`config.mk`:
```
export PLATFORM = sky130hd
export DESIGN_NAME = fp16toint
export DESIGN_NICKNAME = d
export VERILOG_FILES = /design/src/rtl/fp16_pkg.sv /design/src/rtl/fp16_classify.sv /design/src/rtl/fp16toint.sv
export SDC_FILE = /design/constraint.sdc
export NUM_CORES = 1
export LEC_CHECK = 0
export CAP_MARGIN = 20
export CORE_UTILIZATION = 30
export DETAILED_ROUTE_END_ITERATION = 8
export DONT_BUFFER_PORTS = 1
export GPL_ROUTABILITY_DRIVEN = 1
export HOLD_SLACK_MARGIN = 0.08
export PLACE_DENSITY = 0.53
export RECOVER_POWER = 100
export SLEW_MARGIN = 20
export SYNTH_ARGS = -nofsm -noshare
export SYNTH_HDL_FRONTEND = slang
export SYNTH_SLANG_ARGS = --single-unit
```
`constraint.sdc`:
```
create_clock -name clk -period 6.5 [get_ports clk]
set_input_delay 0.65 -clock clk [delete_from_list [all_inputs] [get_ports clk]]
set_output_delay 0.65 -clock clk [all_outputs]
set_load 0.1 [all_outputs]
```
`src/rtl/fp16_pkg.sv`:
```
// Shared fp16 constants and operand classification type.
package fp16_pkg;
    localparam int unsigned FP16_BIAS        = 15;
    localparam int unsigned FP16_EXP_W       = 5;
    localparam int unsigned FP16_MANT_W      = 10;
    localparam logic [4:0]  FP16_EXP_SPECIAL = 5'h1F;
    localparam logic [15:0] INT16_MAX        = 16'h7FFF;
    localparam logic [15:0] INT16_MIN        = 16'h8000;

    typedef enum logic [1:0] {ZERO, NORMAL, INF, NAN} fp16_class_t;
endpackage

```
`src/rtl/fp16_classify.sv`:
```
// Combinational fp16 decode: sign, class, exponent and mantissa with hidden bit.
// Denormals flush to ZERO.
module fp16_classify
    import fp16_pkg::*;
(
    input  logic [15:0]            a,
    output logic                   sign,
    output fp16_class_t            cls,
    output logic [FP16_EXP_W-1:0]  exp,
    output logic [FP16_MANT_W:0]   mant
);
    logic [FP16_MANT_W-1:0] frac;

    always_comb begin
        sign = a[15];
        exp  = a[14:10];
        frac = a[9:0];
        mant = '0;
        if (exp == '0) begin
            cls = ZERO;
        end else if (exp == FP16_EXP_SPECIAL) begin
            cls = (frac != '0) ? NAN : INF;
        end else begin
            cls  = NORMAL;
            mant = {1'b1, frac};
        end
    end
endmodule

```
`src/rtl/fp16toint.sv`:
```
// fp16 -> int16 converter, two-stage valid/ready pipeline.
// Define FP16TOINT_RNE_EN for round-to-nearest-even; default truncates toward zero.
module fp16toint
    import fp16_pkg::*;
(
    input  logic        clk,
    input  logic        rst_n,
    input  logic        i_in_valid,
    output logic        o_in_ready,
    input  logic [15:0] i_a,
    output logic        o_out_valid,
    input  logic        i_out_ready,
    output logic [15:0] o_res,
    output logic [2:0]  o_flags
);
    // exponent at which {1,mant} sits unshifted in a 16.11 fixed-point word
    localparam logic [4:0] SH_REF = 5'(FP16_BIAS - 1);

    logic        en1, en2;
    logic        s1_valid, s2_valid;
    logic        c_sign;
    fp16_class_t c_cls;
    logic [4:0]  c_exp;
    logic [10:0] c_mant;
    logic [26:0] m_ext, s1_fx_d;
    logic [4:0]  sh;
    logic        s1_sticky_d;

    logic        s1_sign, s1_sticky;
    fp16_class_t s1_cls;
    logic [26:0] s1_fx;

    logic [15:0] int_mag;
    logic [10:0] frac;
    logic        inexact;
    logic [16:0] mag;
    logic [15:0] res_d;
    logic [2:0]  flags_d;

    assign en2         = !s2_valid || i_out_ready;
    assign en1         = !s1_valid || en2;
    assign o_in_ready  = en1;
    assign o_out_valid = s2_valid;

    fp16_classify u_classify (
        .a    (i_a),
        .sign (c_sign),
        .cls  (c_cls),
        .exp  (c_exp),
        .mant (c_mant)
    );

    // S1: align into 16 integer + 11 fraction bits; bits below the fraction fold into sticky
    always_comb begin
        m_ext       = {16'b0, c_mant};
        s1_fx_d     = '0;
        s1_sticky_d = 1'b0;
        sh          = '0;
        if (c_exp >= SH_REF) begin
            s1_fx_d = m_ext << (c_exp - SH_REF);
        end else begin
            sh          = SH_REF - c_exp;
            s1_fx_d     = m_ext >> sh;
            s1_sticky_d = |(c_mant & ((11'd1 << sh) - 11'd1));
        end
    end

    always_ff @(posedge clk or negedge rst_n) begin
        if (!rst_n) begin
            s1_valid <= 1'b0;
        end else if (en1) begin
            s1_valid <= i_in_valid;
        end
    end

    always_ff @(posedge clk) begin
        if (en1 && i_in_valid) begin
            s1_sign   <= c_sign;
            s1_cls    <= c_cls;
            s1_fx     <= s1_fx_d;
            s1_sticky <= s1_sticky_d;
        end
    end

    // S2: round, apply sign, saturate
    always_comb begin
        int_mag = s1_fx[26:11];
        frac    = s1_fx[10:0];
        inexact = (|frac) || s1_sticky;
`ifdef FP16TOINT_RNE_EN
        mag = {1'b0, int_mag} + 17'(frac[10] && ((|frac[9:0]) || s1_sticky || int_mag[0]));
`else
        mag = {1'b0, int_mag};
`endif
        res_d   = '0;
        flags_d = '0;
        unique case (s1_cls)
            ZERO: ;
            NAN: begin
                res_d   = INT16_MIN;
                flags_d = 3'b100;
            end
            INF: begin
                res_d   = s1_sign ? INT16_MIN : INT16_MAX;
                flags_d = 3'b010;
            end
            default: begin
                if (!s1_sign && mag > 17'd32767) begin
                    res_d   = INT16_MAX;
                    flags_d = 3'b010;
                end else if (s1_sign && mag > 17'd32768) begin
                    res_d   = INT16_MIN;
                    flags_d = 3'b010;
                end else begin
                    res_d   = s1_sign ? (~mag[15:0] + 16'd1) : mag[15:0];
                    flags_d = {2'b00, inexact};
                end
            end
        endcase
    end

    always_ff @(posedge clk or negedge rst_n) begin
        if (!rst_n) begin
            s2_valid <= 1'b0;
            o_res    <= '0;
            o_flags  <= '0;
        end else if (en2) begin
            s2_valid <= s1_valid;
            if (s1_valid) begin
                o_res   <= res_d;
                o_flags <= flags_d;
            end
        end
    end
endmodule

```
After elaboration in Yosys (flattened, before gate mapping)
Index checks and enable logic that the tools add are counted.
{"block": "word_totals", "word_cells": 54, "out_inout_bits": 21, "register_bits": 52}
{"block": "op_classes", "order_cmp": 3, "muxes": 13, "n_bitwise": 3, "addsub": 4, "eq_ne": 3, "n_reduce_logical": 16, "shifts": 3}
{"op": "16-bit 2-to-1 mux", "count": 4}
{"op": "16-bit one-hot mux with 3 select lines", "count": 1}
{"op": "27-bit 2-to-1 mux", "count": 1}
{"op": "11-bit by 5-bit left shift with 27-bit output", "count": 1}
{"op": "11-bit by 5-bit right shift with 27-bit output", "count": 1}
{"op": "11-bit 2-to-1 mux", "count": 2}
{"op": "11-bit OR reduction", "count": 2}
{"op": "16-bit by 1-bit adder with 16-bit output (second input constant)", "count": 1}
{"op": "16-bit by 15-bit > comparator with 1-bit output (second input constant)", "count": 1}
{"op": "16-bit > comparator (second input constant)", "count": 1}
{"op": "16-bit inverter", "count": 1}
{"op": "11-bit AND", "count": 1}
{"op": "1-bit by 5-bit left shift with 11-bit output (first input constant)", "count": 1}
{"op": "11-bit by 1-bit subtractor with 11-bit output (second input constant)", "count": 1}
{"op": "10-bit nonzero test", "count": 1}
{"op": "3-bit one-hot mux with 3 select lines", "count": 1}
{"op": "5-bit == test (second input constant)", "count": 1}
{"op": "5-bit by 4-bit greater-or-equal comparator with 1-bit output (second input constant)", "count": 1}
{"op": "5-bit zero test", "count": 1}
{"op": "4-bit by 5-bit subtractor with 5-bit output (first input constant)", "count": 1}
{"op": "5-bit by 4-bit subtractor with 5-bit output (second input constant)", "count": 1}
{"op": "2-bit == test (second input constant)", "count": 2}
{"op": "2-bit 2-to-1 mux", "count": 2}
{"op": "1-bit logical AND", "count": 3}
{"op": "other kinds (7)", "count": 12}

Depth between registers and ports, before layout
{"block": "depth", "ltp_word": 6, "mapped_depth": 12, "mapped_depth_nobuf": 12}

Hierarchy
From an unflattened synthesis, not the netlist that was laid out.
{"block": "hier_totals", "hier_cells": 480, "hier_area_um2": 4240.3}
{"module": "fp16toint", "area_each_um2": 3982.6, "instances": 1, "cells_per_inst": 452}
{"module": "fp16_classify", "area_each_um2": 257.7, "instances": 1, "cells_per_inst": 28}

Worst setup path before layout
No wires, ideal clock.
{"block": "synth_path", "path_type": "register -> register", "from": "reg s2_valid (netlist: o_out_valid)", "to": "reg s1_cls[0] (enable)", "required_ps": 6100, "path_stages_with_launch": 3, "setup_time_ps": 400, "period_less_slack_ps": 3168, "path_slack_ps": 3332, "n_path_buf": 0, "arrival_ps": 2768, "cell_sequence": "dfrtp_1 > nand3b_1 > and2_1"}
{"block": "synth_via", "elab_chain_len": 4}
{"item": "from (decl)", "line": "fp16toint.sv:20", "text": "logic s1_valid, s2_valid;"}
{"item": "from (signal assigned)", "line": "fp16toint.sv:128", "text": "s2_valid <= s1_valid;"}
{"item": "1-bit zero test", "line": "fp16toint.sv:40", "text": "assign en2 = !s2_valid || i_out_ready;"}
{"item": "1-bit logical OR", "line": "fp16toint.sv:40"}
{"item": "1-bit logical OR", "line": "fp16toint.sv:41", "text": "assign en1 = !s1_valid || en2;"}
{"item": "net o_in_ready", "line": "fp16toint.sv:9", "text": "output logic o_in_ready,"}
{"item": "1-bit logical AND", "line": "fp16toint.sv:77", "text": "if (en1 && i_in_valid) begin"}
{"item": "to (signal assigned)", "line": "fp16toint.sv:79", "text": "s1_cls <= c_cls;"}
{"item": "to (decl)", "line": "fp16toint.sv:30", "text": "fp16_class_t s1_cls;"}
The timed path passes the listed nets, and every way through them passes these cells.
A chain may end at the register's enable or synchronous reset.

Worst setup path after layout
{"block": "layout_path", "from": "reg s2_valid (netlist: o_out_valid)", "to": "reg s1_sign (enable)"}
{"block": "layout_via", "elab_chain_len": 4}
{"item": "1-bit zero test", "line": "fp16toint.sv:40"}
{"item": "1-bit logical OR", "line": "fp16toint.sv:40"}
{"item": "1-bit logical OR", "line": "fp16toint.sv:41"}
{"item": "net o_in_ready", "line": "fp16toint.sv:9"}
{"item": "1-bit logical AND", "line": "fp16toint.sv:77"}
{"item": "to (signal assigned)", "line": "fp16toint.sv:78", "text": "s1_sign <= c_sign;"}
{"item": "to (decl)", "line": "fp16toint.sv:29", "text": "logic s1_sign, s1_sticky;"}
The timed path passes the listed nets, and every way through them passes these cells.

==> reports/metrics.csv <==
stage;metric;value;unit
cts;cts.clk_slew.worst_paths;0.06;ns
routing;num_vias;3662;
flow_run;drv_cap;1;
routing;wl_met3;763;um
synth;synthTopCellsByArea;edfxtp_1 (22%), dfrtp_1 (13%), a21oi_1 (5.9%), nor2_1 (4.9%), nand2_1 (4.8%);
synth;ys_seq_area_share;35.0;%
finish;n_antenna_cell;0;
finish;final_common_cell;nor2_1;
sta;finalCritPeriodShare;56.0;%
grt;grt_max_degree;33;
floorplan;coreArea;0.0134;mm^2
sta;rsz0062_at_grt;false;
grt;grt_pass1_vias;3558;
synth;yosys.area.top_type_share;22.4;%
sta;min_period;3.64;ns
placement;io_buffers;0;
pwr;clkPwrFrac;25.9;%
synth;synth_cell_types;70;
grt;grt_pass1_wl;18700;um
synth;synth_seq_cells;52;
synth;synth_enable_flop_cells;31;
floorplan;die_w;120;um
synth;yosysWarnings;0;
routing;m1WireLength;5250;um
routing;final_antenna_net_count;0;
routing;drc;0;
floorplan;dieHeight;120;um
worst_setup_path;critPathArrivalTime;3.43;ns
grt;antenna_found_initial;0;
floorplan;ios;41;
synth;synth_nets;519;
floorplan;num_rows;42;
routing;top_layer_used;met4;
pwr;p_leak;0.00157;uW
grt;overflow;0;
cts;post_cts_buffers;0;
worst_setup_path;worstSetupPathType;reg -> reg;
cts;cts_resized;0;
run_status;failed_checks;max-capacitance violations, max-slew violations;
finish;syn_to_final_growth;6.40;%
sta;final.setup.tns;0;ns
routing;drt_iter0_markers;335;
sta;setup_viol_count_final;0;
floorplan;initial_core_util;31.1;%
finish;layout.nets;501;
routing;route.met2.wl;5210;um
cts;cts_tree;yes;
placement;dp.cells;637;
synth;syn_inst;487;
cts;cts_hold_buf;1;
cts;clkSinkCount;52;
cts;root_buffer;clkbuf_16;
pwr;seqPwrFrac;52.8;%
sta;slew_headroom;-13.3;%
worst_setup_path;crit_fanout;31;
pwr;power_density;256;mW/mm^2
cts;cts.path.max_buffers;2;
routing;dr.pass1.iters;5;
routing;wl_per_cell;17.6;um
routing;viasPerCell;5.67;
finish;most-common-layout-cells;nor2_1 (54), nand2_1 (53), a21oi_1 (49), edfxtp_1 (31), dfrtp_1 (21);
cts;htreeDepth;2;
worst_setup_path;required;6.29;ns
pwr;comb_power_share;21.3;%
sta;skew;0.00424;ns
pwr;sw_frac_of_total;41.3;%
pwr;switching_power;468;uW
finish;drive_above_1_share;6.60;%
floorplan;die-area;0.0143;mm^2
pwr;p_int;665;uW
placement;dpl.hpwl;8610;um
synth;synth_flop_cell;edfxtp_1;
finish;final_core_util;33.0;%
cts;clk_latency;0.29;ns
cts;cts_buffers;5;
synth;synth_top_area_cell;edfxtp_1;
pwr;worst_ir_drop_vdd;0.104;mV
sta;drv_slew;32;
worst_setup_path;worst_setup_path_start_kind;flop;
synth;syn_avg_cell_area;8.55;um^2
min_path;hold_path.class;in -> reg;
sta;max_freq;0.275;GHz
synth;netlist_area;0.00416;mm^2
run_status;status;finished with violations;
routing;routed_wirelength;11300;um
synth;synthArstFlopShare;40.4;%
grt;grt_usage;16.2;%
finish;final_cells;646;
placement;globalplace.congestion;0.905;
sta;tightestPinTransition;1.70;ns
sta;hold_violations;0;
worst_setup_path;cp-end-kind;flop;
## cell usage after synthesis (all sizes together), types with 6 or more instances
cell type and n:
a31oi 6, nand3 20, o21ai 20, nor3 10, mux2 7, nor2 55, clkbuf 16, xnor2 8
a21oi 51, edfxtp 31, mux2i 13, dfrtp 21, nand2b 11, nor4 9, xor2 7, o22ai 15
buf 12, a211oi 8, nor2b 7, inv 13, nand2 54, ha 12
## state kept, by name, summed over array words and instances, names as in the netlist
signal and cells:
s1_cls 2, o_res 16, s1_valid 1, o_out_valid 1, s1_sign 1, o_flags 3, s1_fx 27, s1_sticky 1
## critical path: stages (launching register included)
cell,delay (ns)
dfrtp_1,0.94
nand3b_1,1.03
and2_1,0.50
clkbuf_1,0.66
## kinds of logic after synthesis
| kind of cell | count (synthesis) | share of synthesized area [%] |
|---|---|---|
| buffers and inverters | 41 | 4.12 |
| adder cells (fa/ha/maj) | 12 | 3.61 |
| XOR/XNOR | 15 | 3.34 |
| flip-flops | 52 | 35.0 |
| multiplexers | 25 | 7.73 |
| AO/OA/AOI/OAI | 148 | 23.2 |
| AND/OR/NAND/NOR | 194 | 23.0 |
## layout make-up
class	count	area, um^2
clock inverter	3	42.5
fill	1427	8970
tap	176	220
clock buffer	5	125
timing repair buffer	3	17.5
multi-input combinational	394	2520
inverter	13	48.8
sequential	52	1460
## stage by stage
| step | power, uW | worst slack (ns) | area (um^2) | hold WS, ns |
|---|---|---|---|---|
| 6_report | 1130 | 2.86 | 4430 | 0.459 |
| 5_1_grt | 1190 | 2.67 | 4430 | 0.442 |
| 4_1_cts | 1140 | 3.25 | 4450 | 0.449 |
| 3_5_place_dp | 844 | 2.95 | 4270 | 0.355 |
| 3_3_place_gp | 841 | 3.09 | 4270 | 0.355 |
| 2_1_floorplan | 794 | 3.33 | 4160 | 0.354 |
## routing by layer
| metal | up-vias | global-route usage [%] |
|---|---|---|
| met4 | 0 | 4.92 |
| met1 | 1733 | 22.3 |
| met2 | 142 | 26.2 |
| met5 | - | 0 |
| met3 | 8 | 2.23 |
| li1 | 1779 | - |
## final timing paths
| path | start | end | slack, ns | cells past startpoint |
|---|---|---|---|---|
| worst max-delay path | o_out_valid$_DFFE_PN0P_ | s1_sign$_DFFE_PP_ | 2.86 | 3 |
| worst min-delay path | i_a[15] | s1_sign$_DFFE_PP_ | 0.46 | 0 |
| worst max register to register | o_out_valid$_DFFE_PN0P_ | s1_sign$_DFFE_PP_ | 2.86 | 3 |
| worst min register to register | s1_valid$_DFFE_PN0N_ | o_out_valid$_DFFE_PN0P_ | 0.50 | 1 |
| max in group asynchronous | rst_n | o_flags[0]$_DFFE_PN0P_ | 4.96 | 1 |
| min in group asynchronous | rst_n | o_res[2]$_DFFE_PN0P_ | 0.96 | 1 |
## power by group through the flow
stage	clock (uW)	combinational [uW]	sequential, uW
floorplan	0	200	594
global placement	0	236	605
detailed placement	0	236	607
CTS	304	241	600
global route	316	270	605
finish	294	241	599
Note: power is estimated with default switching activity, not from simulation.
